**config.mk**
```make
export PLATFORM = sky130hd
export DESIGN_NAME = seg_display_scan
export DESIGN_NICKNAME = d
export VERILOG_FILES = /design/src/rtl/seg_display_scan.sv
export SDC_FILE = /design/constraint.sdc
export NUM_CORES = 1
export LEC_CHECK = 0
export CAP_MARGIN = 20
export CELL_PAD_IN_SITES_DETAIL_PLACEMENT = 1
export CELL_PAD_IN_SITES_GLOBAL_PLACEMENT = 2
export CORE_ASPECT_RATIO = 1.2
export CORE_UTILIZATION = 24
export DETAILED_ROUTE_END_ITERATION = 10
export GPL_TIMING_DRIVEN = 0
export PLACE_DENSITY_LB_ADDON = 0.1
export SLEW_MARGIN = 20
export SYNTH_ARGS = -nofsm -noshare
export SYNTH_HDL_FRONTEND = slang
export SYNTH_SLANG_ARGS = --single-unit
```
**constraint.sdc**
```tcl
create_clock -name clk -period 2.7 [get_ports clk]
set_input_delay 0.54 -clock clk [delete_from_list [all_inputs] [get_ports clk]]
set_output_delay 0.54 -clock clk [all_outputs]
set_load 0.02 [all_outputs]
```
**src/rtl/seg_display_scan.sv**
```systemverilog
`default_nettype none
// ============================================================================
// Module      : seg_display_scan
// Description : 8-position multiplexed 7-segment driver showing HH-MM-SS with
//               frame-coherent digit snapshot, cursor blink and alarm flash.
// Revision    : 1.0 - initial release
// ============================================================================
module seg_display_scan #(
    parameter int SCAN_DIV   = 1,
    parameter int BLINK_HALF = 500
) (
    input  logic       clk,
    input  logic       rst,
    input  logic [3:0] h_ten,
    input  logic [3:0] h_one,
    input  logic [3:0] m_ten,
    input  logic [3:0] m_one,
    input  logic [3:0] s_ten,
    input  logic [3:0] s_one,
    input  logic       set_mode,
    input  logic [2:0] edit_pos,
    input  logic       alarm_flash,
    output logic [7:0] seg_data,
    output logic [7:0] seg_com
);

    localparam int c_div_w  = (SCAN_DIV > 1) ? $clog2(SCAN_DIV) : 1;
    localparam int c_bcnt_w = $clog2(BLINK_HALF);
    localparam logic [c_div_w-1:0]  c_div_last  = c_div_w'(SCAN_DIV - 1);
    localparam logic [c_bcnt_w-1:0] c_bcnt_last = c_bcnt_w'(BLINK_HALF - 1);
    localparam logic [7:0]          c_seg_sep   = 8'h02;

    logic [c_div_w-1:0]  r_div;
    logic [2:0]          r_idx;
    logic [5:0][3:0]     r_snap;
    logic [c_bcnt_w-1:0] r_bcnt;
    logic                r_phase;
    logic                r_set_d;
    logic                r_alarm_d;

    logic                w_slot_end;
    logic                w_frame_end;
    logic                w_rise;
    logic [3:0]          w_digit;
    logic                w_is_sep;
    logic [7:0]          w_glyph;
    logic                w_cursor_vld;
    logic [2:0]          w_cursor_idx;
    logic                w_blank;

    assign w_slot_end  = (r_div == c_div_last);
    assign w_frame_end = w_slot_end && (r_idx == 3'd7);
    assign w_rise      = (set_mode & ~r_set_d) | (alarm_flash & ~r_alarm_d);

    // Scan position, slot divider and per-frame digit snapshot
    always_ff @(posedge clk or negedge rst) begin
        if (!rst) begin
            r_div  <= '0;
            r_idx  <= 3'd0;
            r_snap <= '0;
        end else begin
            if (w_slot_end) begin
                r_div <= '0;
                r_idx <= r_idx + 3'd1;
            end else begin
                r_div <= r_div + 1'b1;
            end
            if (w_frame_end) begin
                r_snap <= {h_ten, h_one, m_ten, m_one, s_ten, s_one};
            end
        end
    end

    // Blink generator; a fresh mode request restarts it in the visible phase
    always_ff @(posedge clk or negedge rst) begin
        if (!rst) begin
            r_bcnt    <= '0;
            r_phase   <= 1'b1;
            r_set_d   <= 1'b0;
            r_alarm_d <= 1'b0;
        end else begin
            r_set_d   <= set_mode;
            r_alarm_d <= alarm_flash;
            if (w_rise) begin
                r_bcnt  <= '0;
                r_phase <= 1'b1;
            end else if (r_bcnt == c_bcnt_last) begin
                r_bcnt  <= '0;
                r_phase <= ~r_phase;
            end else begin
                r_bcnt <= r_bcnt + 1'b1;
            end
        end
    end

    always_comb begin
        w_digit  = 4'd0;
        w_is_sep = 1'b0;
        case (r_idx)
            3'd0:    w_digit = r_snap[5];
            3'd1:    w_digit = r_snap[4];
            3'd3:    w_digit = r_snap[3];
            3'd4:    w_digit = r_snap[2];
            3'd6:    w_digit = r_snap[1];
            3'd7:    w_digit = r_snap[0];
            default: w_is_sep = 1'b1;
        endcase
    end

    always_comb begin
        w_glyph = 8'h00;
        if (w_is_sep) begin
            w_glyph = c_seg_sep;
        end else begin
            case (w_digit)
                4'd0:    w_glyph = 8'hFC;
                4'd1:    w_glyph = 8'h60;
                4'd2:    w_glyph = 8'hDA;
                4'd3:    w_glyph = 8'hF2;
                4'd4:    w_glyph = 8'h66;
                4'd5:    w_glyph = 8'hB6;
                4'd6:    w_glyph = 8'hBE;
                4'd7:    w_glyph = 8'hE0;
                4'd8:    w_glyph = 8'hFE;
                4'd9:    w_glyph = 8'hF6;
                default: w_glyph = 8'h00;
            endcase
        end
    end

    // Cursor digit number to scan position; separators are never targets
    always_comb begin
        w_cursor_vld = 1'b1;
        w_cursor_idx = 3'd0;
        case (edit_pos)
            3'd0:    w_cursor_idx = 3'd0;
            3'd1:    w_cursor_idx = 3'd1;
            3'd2:    w_cursor_idx = 3'd3;
            3'd3:    w_cursor_idx = 3'd4;
            3'd4:    w_cursor_idx = 3'd6;
            3'd5:    w_cursor_idx = 3'd7;
            default: w_cursor_vld = 1'b0;
        endcase
    end

    assign w_blank = ~r_phase &
                     (alarm_flash |
                      (set_mode & w_cursor_vld & (w_cursor_idx == r_idx)));

    always_ff @(posedge clk or negedge rst) begin
        if (!rst) begin
            seg_data <= 8'h00;
            seg_com  <= 8'hFF;
        end else begin
            seg_data <= w_blank ? 8'h00 : w_glyph;
            seg_com  <= ~(8'h80 >> r_idx);
        end
    end

endmodule
`default_nettype wire

```
Word level (Yosys, flattened, before mapping)
Memory sizes are Yosys's and may differ from the RTL's.
Cells that the tools add are included.
{"block": "classes", "add_sub_neg": 3, "eq_ne": 12, "n_shift": 1, "n_mux": 10, "bitwise_logic": 12, "n_reduce_logical": 6}
{"operator": "4-bit case mux with 6 select lines", "n": 1}
{"operator": "9-bit 2-to-1 mux", "n": 2}
{"operator": "8-bit 2-to-1 mux", "n": 2}
{"operator": "3-bit equality test (second input constant)", "n": 5}
{"operator": "3-bit case mux with 5 select lines", "n": 1}
{"operator": "6-bit OR reduction", "n": 2}
{"operator": "9-bit by 1-bit adder with 9-bit output (second input constant)", "n": 1}
{"operator": "3-bit by 2-bit equality test with 1-bit output (second input constant)", "n": 3}
{"operator": "9-bit equality test (second input constant)", "n": 1}
{"operator": "8-bit NOT", "n": 1}
{"operator": "8-bit by 3-bit >> shifter with 8-bit output (first input constant)", "n": 1}
{"operator": "3-bit by 1-bit equality test with 1-bit output (second input constant)", "n": 2}
{"operator": "3-bit zero test", "n": 2}
{"operator": "1-bit bitwise AND", "n": 5}
{"operator": "1-bit 2-to-1 mux", "n": 4}
{"operator": "1-bit NOT", "n": 4}
{"operator": "3-bit by 1-bit adder with 3-bit output (second input constant)", "n": 1}
{"operator": "3-bit equality test", "n": 1}
{"operator": "1-bit OR", "n": 2}
{"operator": "2-bit nonzero test", "n": 1}
{"operator": "1-bit adder (second input constant)", "n": 1}
{"operator": "1-bit logical AND", "n": 1}
{"block": "word_totals", "reg_bits": 56, "romBits": 112, "input_bits": 31, "out_inout_bits": 16, "mem_count": 1}
{"memory": "(name not given)", "words": 16, "word_bits": 7, "read_ports": 1, "rd_clocked_by_memory_dff": 0, "wr": 0, "line": "115", "rtl": "case (w_digit)"}

Depth between registers and ports, before layout
Gate-level depths: netlist (run 1).
{"block": "logic_depth", "word_depth": 8, "ltp_mapped": 13, "ltp_nobuf": 11}

Least setup slack after synthesis (run 1)
No wires, ideal clock.
{"block": "synth_timing", "path_type": "reg2reg", "from": "register r_idx[0]", "to": "register seg_data[4]", "arrival_time_ns": 2.273, "t_required_ns": 2.618, "slack_ns": 0.346, "path_stages_with_launch": 13, "period_less_slack_ns": 2.354, "cell_sequence": "dfrtp_1 > ha_1 > ha_1 > buf_6 > a22oi_1 > o2111ai_1 > nand2_1 > inv_1 > ha_1 > o21bai_1 > nor4_1 > a211oi_2 > a21oi_1"}
{"block": "synth_between", "elab_chain_len": 5}
{"element": "from (decl)", "line": "34", "rtl": "logic [2:0] r_idx;"}
{"element": "from (signal assigned)", "line": "64", "rtl": "r_idx <= r_idx + 3'd1;"}
{"element": "3-bit equality test (tied with other cells)", "line": "99", "rtl": "case (r_idx)"}
{"element": "4-bit case mux with 6 select lines / 1-bit bitwise AND (equally long branches)", "line": "99, 148"}
{"element": "memory 16 x 7 bit / 1-bit OR (equally long branches)"}
{"element": "8-bit 2-to-1 mux / 1-bit bitwise AND (equally long branches)", "line": "112, 146"}
{"element": "8-bit 2-to-1 mux *", "line": "155", "rtl": "seg_data <= w_blank ? 8'h00 : w_glyph;"}
{"element": "to (signal assigned)", "line": "155"}
{"element": "to (decl)", "line": "23", "rtl": "output logic [7:0] seg_data,"}
Mark *: on every way between the ends. The rest lies on a longest branch, timed or not.
A chain may end at the register's enable or synchronous reset.

Worst setup path in the final report (run 1)
Ends and elaborated chain as after synthesis.

==> run_results.csv, run 1 <==
group,metric,value,unit
placed_design,place_congestion,0.6950,
status,status,"completed",
detailed_routing,dr_total_vias,1889,
finish,antenna_cells,0,
sta,finalClockSkew,0.006059,ns
sta,hold_viol_final,0,
global_route,antenna_found_initial,0,
floorplanning,std_cell_rows,41,
synthesis,synth_compound_area_share,11.09,%
setup_path,critPathMaxStageDelay,0.43,ns
placed_design,place_area,3299,um^2
power_and_ir_drop,p_per_area,508.9,nW/um^2
clock_tree,cts_made_buffers,5,
clock_tree,htree_levels,2,
setup_path,crit_top_cell,"ha_2",
synthesis,synthCells,225,
min_path,hold_path_class,"in2async",
placed_design,port_buffers,45,
floorplanning,die_width,98.15,um
run,maxCapViolCount,0,
detailed_routing,route.detailed.drc,0,
clock_tree,cts_tree,"done",
detailed_routing,wl,6.413,mm
sta,period_needed,2.506,ns
clock_tree,cts_buffer_depth,2,
clock_tree,cts_root_buf,"clkbuf_16",
global_route,first_global_vias,2110,
finish,final_common_cell,"clkdlybuf4s50_1",
power_and_ir_drop,power,0.001814,W
synthesis,ys_warn_count,0,
synthesis,synthSimpleGateAreaFrac,13.06,%
power_and_ir_drop,p_leak,1.458,nW
detailed_routing,viasPerCell,4.563,
synthesis,synth_top_family_by_area,"simple AND/OR/NAND/NOR gates",
sta,relSlewSlack,57.53,%
floorplanning,die-area,11520,um^2
finish,final_area,3565,um^2
global_route,grt_start_max_net_pins,41,
global_route,grt_use_total,12.19,%
finish,area_growth,33.88,%
setup_path,crit_chain,"ha_2 > ha_1 > buf_6 > a22oi_2 > o2111ai_2 > nand2_1 > inv_2 > ha_2 > o21bai_1 > nor4_2 > a211oi_2 > a21oi_1",
floorplanning,die_h,117.4,um
synthesis,synth.ff_latch_count,54,
floorplanning,coreArea,10670,um^2
clock_tree,clkSlewWorstSetupHoldPaths,0.07,ns
synthesis,synth-adder-area-share,6.109,%
synthesis,synth_edf_count,0,
synthesis,syn_area_per_cell,11.83,um^2
detailed_routing,drt-pass1-iter-count,6,
sta,grt_setup_unrepaired,"false",
setup_path,cp-end-kind,"flip-flop",
clock_tree,insertion_delay,0.30,ns
clock_tree,cts_sinks,54,
synthesis,synth.distinct_cells,52,
floorplanning,io_pins,47,
setup_path,crit_type,"reg2reg",
setup_path,crit_arrival,2.72,ns
setup_path,setup.worst_path.start_class,"flip-flop",
synthesis,synth_flop_cell,"dfrtp_1",
synthesis,syn_nets,269,
sta,min_period_over_period,92.83,%
detailed_routing,drtIter0Drc,59,
floorplanning,start_util,24.95,%
setup_path,crit_required,2.92,ns
sta,tightest_slew,0.6370,ns
sta,drv_slew,0,
synthesis,synth-xor-area-share,2.961,%
global_route,grt_pass1_wl,11.03,mm
finish,final_nets,328,
power_and_ir_drop,vdd_ir_drop_max,0.2673,mV
detailed_routing,routedWlPerCell,15.49,um
detailed_routing,antenna_left,0,
global_route,grt_overflow_total,0,
placed_design,hpwl,4.703,mm
sta,finalSetupViolations,0,
finish,final_cell_mix,"clkdlybuf4s50_1 (44), dfrtp_1 (43), mux2_2 (24)",
setup_path,path_max_fanout,10,
finish,fin_util,33.41,%
sta,max_freq,399.0,MHz
synthesis,async_reset_ff_share,100.0,%
setup_path,critPathSlowestCell,"dfrtp_2",
synthesis,synthMuxAreaShare,10.90,%
synthesis,syn_area,2663,um^2
synthesis,synth-seq-area-share,51.17,%
clock_tree,holdBufCountCts,0,
finish,drive_gt1_share,27.72,%
-- worst paths after layout --
check / startpoint / to / slack (ns) / depth (start not counted)
worst max-delay path: r_idx[0]$_DFF_PN0_ / seg_data[4]$_DFF_PN0_ / 0.19 / 12
max in group asynchronous: rst / seg_com[0]$_DFF_PN1_ / 2.07 / 2
min in group clk: r_bcnt[0]$_DFF_PN0_ / r_bcnt[0]$_DFF_PN0_ / 0.46 / 1
worst max register to register: r_idx[0]$_DFF_PN0_ / seg_data[4]$_DFF_PN0_ / 0.19 / 12
worst min-delay path: rst / r_bcnt[3]$_DFF_PN0_ / 0.09 / 1
worst min register to register: r_bcnt[0]$_DFF_PN0_ / r_bcnt[0]$_DFF_PN0_ / 0.46 / 1
-- kinds of logic (layout without fill, tap and decap cells) --
family                     count (synthesis)  count (layout)
and+or+nand+nor                           64              64
DFF                                       54              54
AOI/OAI and AO/OA                         35              35
muxes                                     26              26
buffers and inverters                     23              83
adders and majority gates                 13              13
xor gates and xnor gates                   9               9
other                                      1               1
-- registers in the layout, summed over array words and instances, names as in the netlist --
signal	cells
r_bcnt	9
r_set_d	1
seg_data	7
r_phase	1
r_idx	3
r_snap	24
seg_com	8
r_alarm_d	1
-- where the power goes --
part | leakage, nW | switching [W] | internal (W)
Combinational | 0.733 | 0.0000862 | 0.000106
Clock | 0.0842 | 0.000315 | 0.000440
Sequential | 0.641 | 0.0000206 | 0.000846
-- layer usage --
layer / GRT usage [%] / vias to the layer above / part of all wire, %
met5: 0 / - / 0
met4: 3.638 / 0 / 1.3
met3: 2.563 / 5 / 2.7
met2: 20.77 / 33 / 50
met1: 15.39 / 947 / 46
li1: - / 904 / -
-- synthesized netlist by cell type (3+ instances only) --
master	count	area (um^2)
a21oi_1	5	25.02
a22oi_1	6	45.04
and3_1	4	25.02
buf_4	3	22.52
buf_6	3	33.78
clkbuf_1	3	11.26
dfrtp_1	45	1126
dfstp_2	9	236.5
ha_1	13	162.7
inv_1	13	48.80
mux2_2	24	270.3
nand2_1	17	63.81
nand3_1	9	45.04
nand3b_1	3	22.52
nor2_1	13	48.80
o21ai_0	3	15.01
xnor2_1	7	61.31
-- worst max-delay path, delay by kind of cell (launching register included) --
family	cells	cell delay, ns
AOI/OAI and AO/OA	5	0.75
adders and majority gates	3	0.60
DFF	1	0.43
and+or+nand+nor	2	0.41
buffers and inverters	2	0.22
-- final cells by class --
cell class | count | area [um^2]
clock inverters | 3 | 43.79
well taps | 129 | 161.4
flip-flops and latches | 54 | 1365
repair buffers | 52 | 520.5
clock buffers | 5 | 125.1
fillers | 1190 | 7106
plain buffers | 10 | 72.57
multi-input cells | 148 | 1227
inverters | 13 | 48.80
-- stage by stage --
step,setup TNS [ns],setup slack [ns],hold WS [ns],std cells
floorplan,0,0.3457,0.2444,225
global placement,-35.32,-0.7594,0.4439,399
detailed placement,-0.3490,-0.1825,0.4186,400
CTS,0,0.02215,0.09806,410
global route,0,0.004359,0.09449,414
finish,0,0.1936,0.09408,414
-- timing repair --
action	in CTS	in global routing
pin swaps	2	4
gates resized for setup	3	10
buffers inserted	2	4
setup endpoints to repair	3	2
No activity file was read; power rests on OpenSTA's default activity.
==> inputs of run 2 (changes only) <==
Settings changed: CORE_ASPECT_RATIO 1.2 to 0.9, CORE_UTILIZATION 24 to 34, SLEW_MARGIN 20 to 10.
==> run_results.csv, run 2 (synthesis gave the netlist of run 1 again) <==
group,metric,value,unit
clock_tree,cts_root_buf,"clkbuf_8",
finish,fill_cells,824,
floorplanning,coreArea,7545,um^2
finish,final_area,3418,um^2
sta,min_period_over_period,93.25,%
sta,fin_ws,0.1821,ns
setup_path,path_max_fanout,10,
power_and_ir_drop,p_per_area,466.6,nW/um^2
floorplanning,die_width,95.28,um
clock_tree,cts_made_buffers,5,
power_and_ir_drop,p_leak,1.417,nW
setup_path,setup.worst_path.start_class,"flip-flop",
detailed_routing,wl,5.800,mm
global_route,first_global_vias,1866,
sta,grt_setup_unrepaired,"false",
floorplanning,start_util,35.29,%
finish,final_nets,326,
finish,final_common_cell,"clkdlybuf4s50_1",
finish,final_cell_mix,"clkdlybuf4s50_1 (44), dfrtp_1 (43), mux2_2 (24)",
placed_design,hpwl,4.366,mm
global_route,grt_start_max_net_pins,33,
power_and_ir_drop,vdd_ir_drop_max,0.2007,mV
finish,top_register,"r_snap",
setup_path,crit_arrival,2.74,ns
sta,hold_viol_final,0,
sta,period_needed,2.518,ns
run,maxCapViolCount,0,
sta,drv_slew,0,
setup_path,crit_type,"reg2reg",
placed_design,dp.cells,367,
placed_design,place_congestion,0.7553,
clock_tree,cts_tree,"done",
clock_tree,cts_buffer_depth,2,
finish,finalNonFillerCells,379,
setup_path,cp-end-kind,"flip-flop",
floorplanning,die_h,85.95,um
detailed_routing,drt-pass1-iter-count,4,
detailed_routing,routedWlPerCell,15.30,um
sta,finalClockSkew,0.01020,ns
detailed_routing,route.detailed.drc,0,
floorplanning,io_pins,47,
status,status,"completed",
global_route,grt_use_total,15.71,%
clock_tree,clkSlewWorstSetupHoldPaths,0.10,ns
finish,top_regs,"r_snap: 24 flops, r_bcnt: 9 flops, seg_com: 8 flops",
sta,max_freq,397.2,MHz
setup_path,crit_buf_inv,2,
detailed_routing,antenna_left,0,
finish,largest_register_ffs,24,
sta,relSlewSlack,56.40,%
clock_tree,cts_sinks,54,
sta,tightest_slew,0.6540,ns
clock_tree,htree_levels,2,
setup_path,crit_chain,"ha_1 > ha_1 > buf_6 > a22oi_2 > o2111ai_2 > nand2_2 > inv_1 > ha_1 > o21bai_1 > nor4_2 > a211oi_2 > a21oi_1",
detailed_routing,drtIter0Drc,45,
placed_design,dp_slack,-0.2894,ns
clock_tree,insertion_delay,0.31,ns
finish,antenna_cells,0,
setup_path,critPathMaxStageDelay,0.42,ns
placed_design,port_buffers,45,
finish,drive_gt1_share,25.44,%
min_path,hold_path_class,"in2async",
global_route,grt_overflow_total,0,
setup_path,cp_top_family,"compound AO/OA/AOI/OAI gates",
detailed_routing,dr_total_vias,1860,
global_route,grt_pass1_wl,9.694,mm
sta,finalSetupViolations,0,
floorplanning,std_cell_rows,30,
global_route,antenna_found_initial,0,
setup_path,critPathSlowestCell,"dfrtp_2",
finish,regArea,1365,um^2
setup_path,crit_top_cell,"ha_1",
setup_path,crit_required,2.92,ns
finish,multi_input_area,1206,um^2
placed_design,place_area,3248,um^2
sta,hold_slack,0.1936,ns
detailed_routing,viasPerCell,4.908,
floorplanning,die-area,8189,um^2
finish,area_growth,28.38,%
run 2: per-stage QoR:
stage	util, %	setup TNS, ns	power, W
floorplan	-	0	0.0009631
global placement	42.85	-27.25	0.001063
detailed placement	43.05	-0.5886	0.001070
CTS	45.04	0	0.001619
global route	45.31	0	0.001671
finish	45.31	0	0.001595
run 2: path summary, 6_finish.rpt:
path                                startpoint               endpoint  slack (ns)  cells after the start
hold / removal                             rst    r_bcnt[5]$_DFF_PN0_        0.19                      1
setup reg to reg            r_idx[0]$_DFF_PN0_  seg_data[4]$_DFF_PN0_        0.18                     12
setup / recovery            r_idx[0]$_DFF_PN0_  seg_data[4]$_DFF_PN0_        0.18                     12
hold reg to reg            r_bcnt[0]$_DFF_PN0_    r_bcnt[0]$_DFF_PN0_        0.47                      1
max in group asynchronous                  rst   seg_com[4]$_DFF_PN1_        1.88                      2
min in group clk           r_bcnt[0]$_DFF_PN0_    r_bcnt[0]$_DFF_PN0_        0.47                      1
run 2: worst reg2reg max path, stage by stage, from the launching register on:
cell	delay [ns]
dfrtp_2	0.42
ha_1	0.23
ha_1	0.23
buf_6	0.16
a22oi_2	0.19
o2111ai_2	0.20
nand2_2	0.13
inv_1	0.08
ha_1	0.21
o21bai_1	0.16
nor4_2	0.17
a211oi_2	0.09
a21oi_1	0.16
run 2: cell type report:
| cell class | instances | share of cell area [%] |
|---|---|---|
| clock buffer | 6 | 2.123 |
| clock inverter | 2 | 1.098 |
| timing repair buffer | 50 | 14.49 |
| multi-input combinational | 148 | 35.29 |
| inverter | 13 | 1.428 |
| sequential | 54 | 39.93 |
| tap | 96 | 3.514 |
| buffer | 10 | 2.123 |
run 2: routing by layer:
| layer | vias to the layer above | routed length (um) | track usage (%) |
|---|---|---|---|
| li1 | 897 | - | - |
| met5 | - | 0 | 0 |
| met3 | 5 | 186 | 2.748 |
| met1 | 920 | 2846 | 22.05 |
| met4 | 0 | 61 | 4.545 |
| met2 | 38 | 2705 | 24.68 |
run 2: power breakdown:
| part | leakage [nW] | internal (W) | total (W) | switching [W] |
|---|---|---|---|---|
| clock | 0.0514 | 0.000277 | 0.000541 | 0.000264 |
| combinational | 0.724 | 0.000104 | 0.000189 | 0.0000846 |
| sequential | 0.641 | 0.000846 | 0.000865 | 0.0000198 |
run 2: repair_timing:
item / CTS / global route
gates resized for setup: 5 / 3
pin swaps: 1 / 2
hold buffers: 0 / 0
hold endpoints to repair: 0 / 0
endpoints found under the setup margin: 4 / 2
setup buffers: 3 / 1
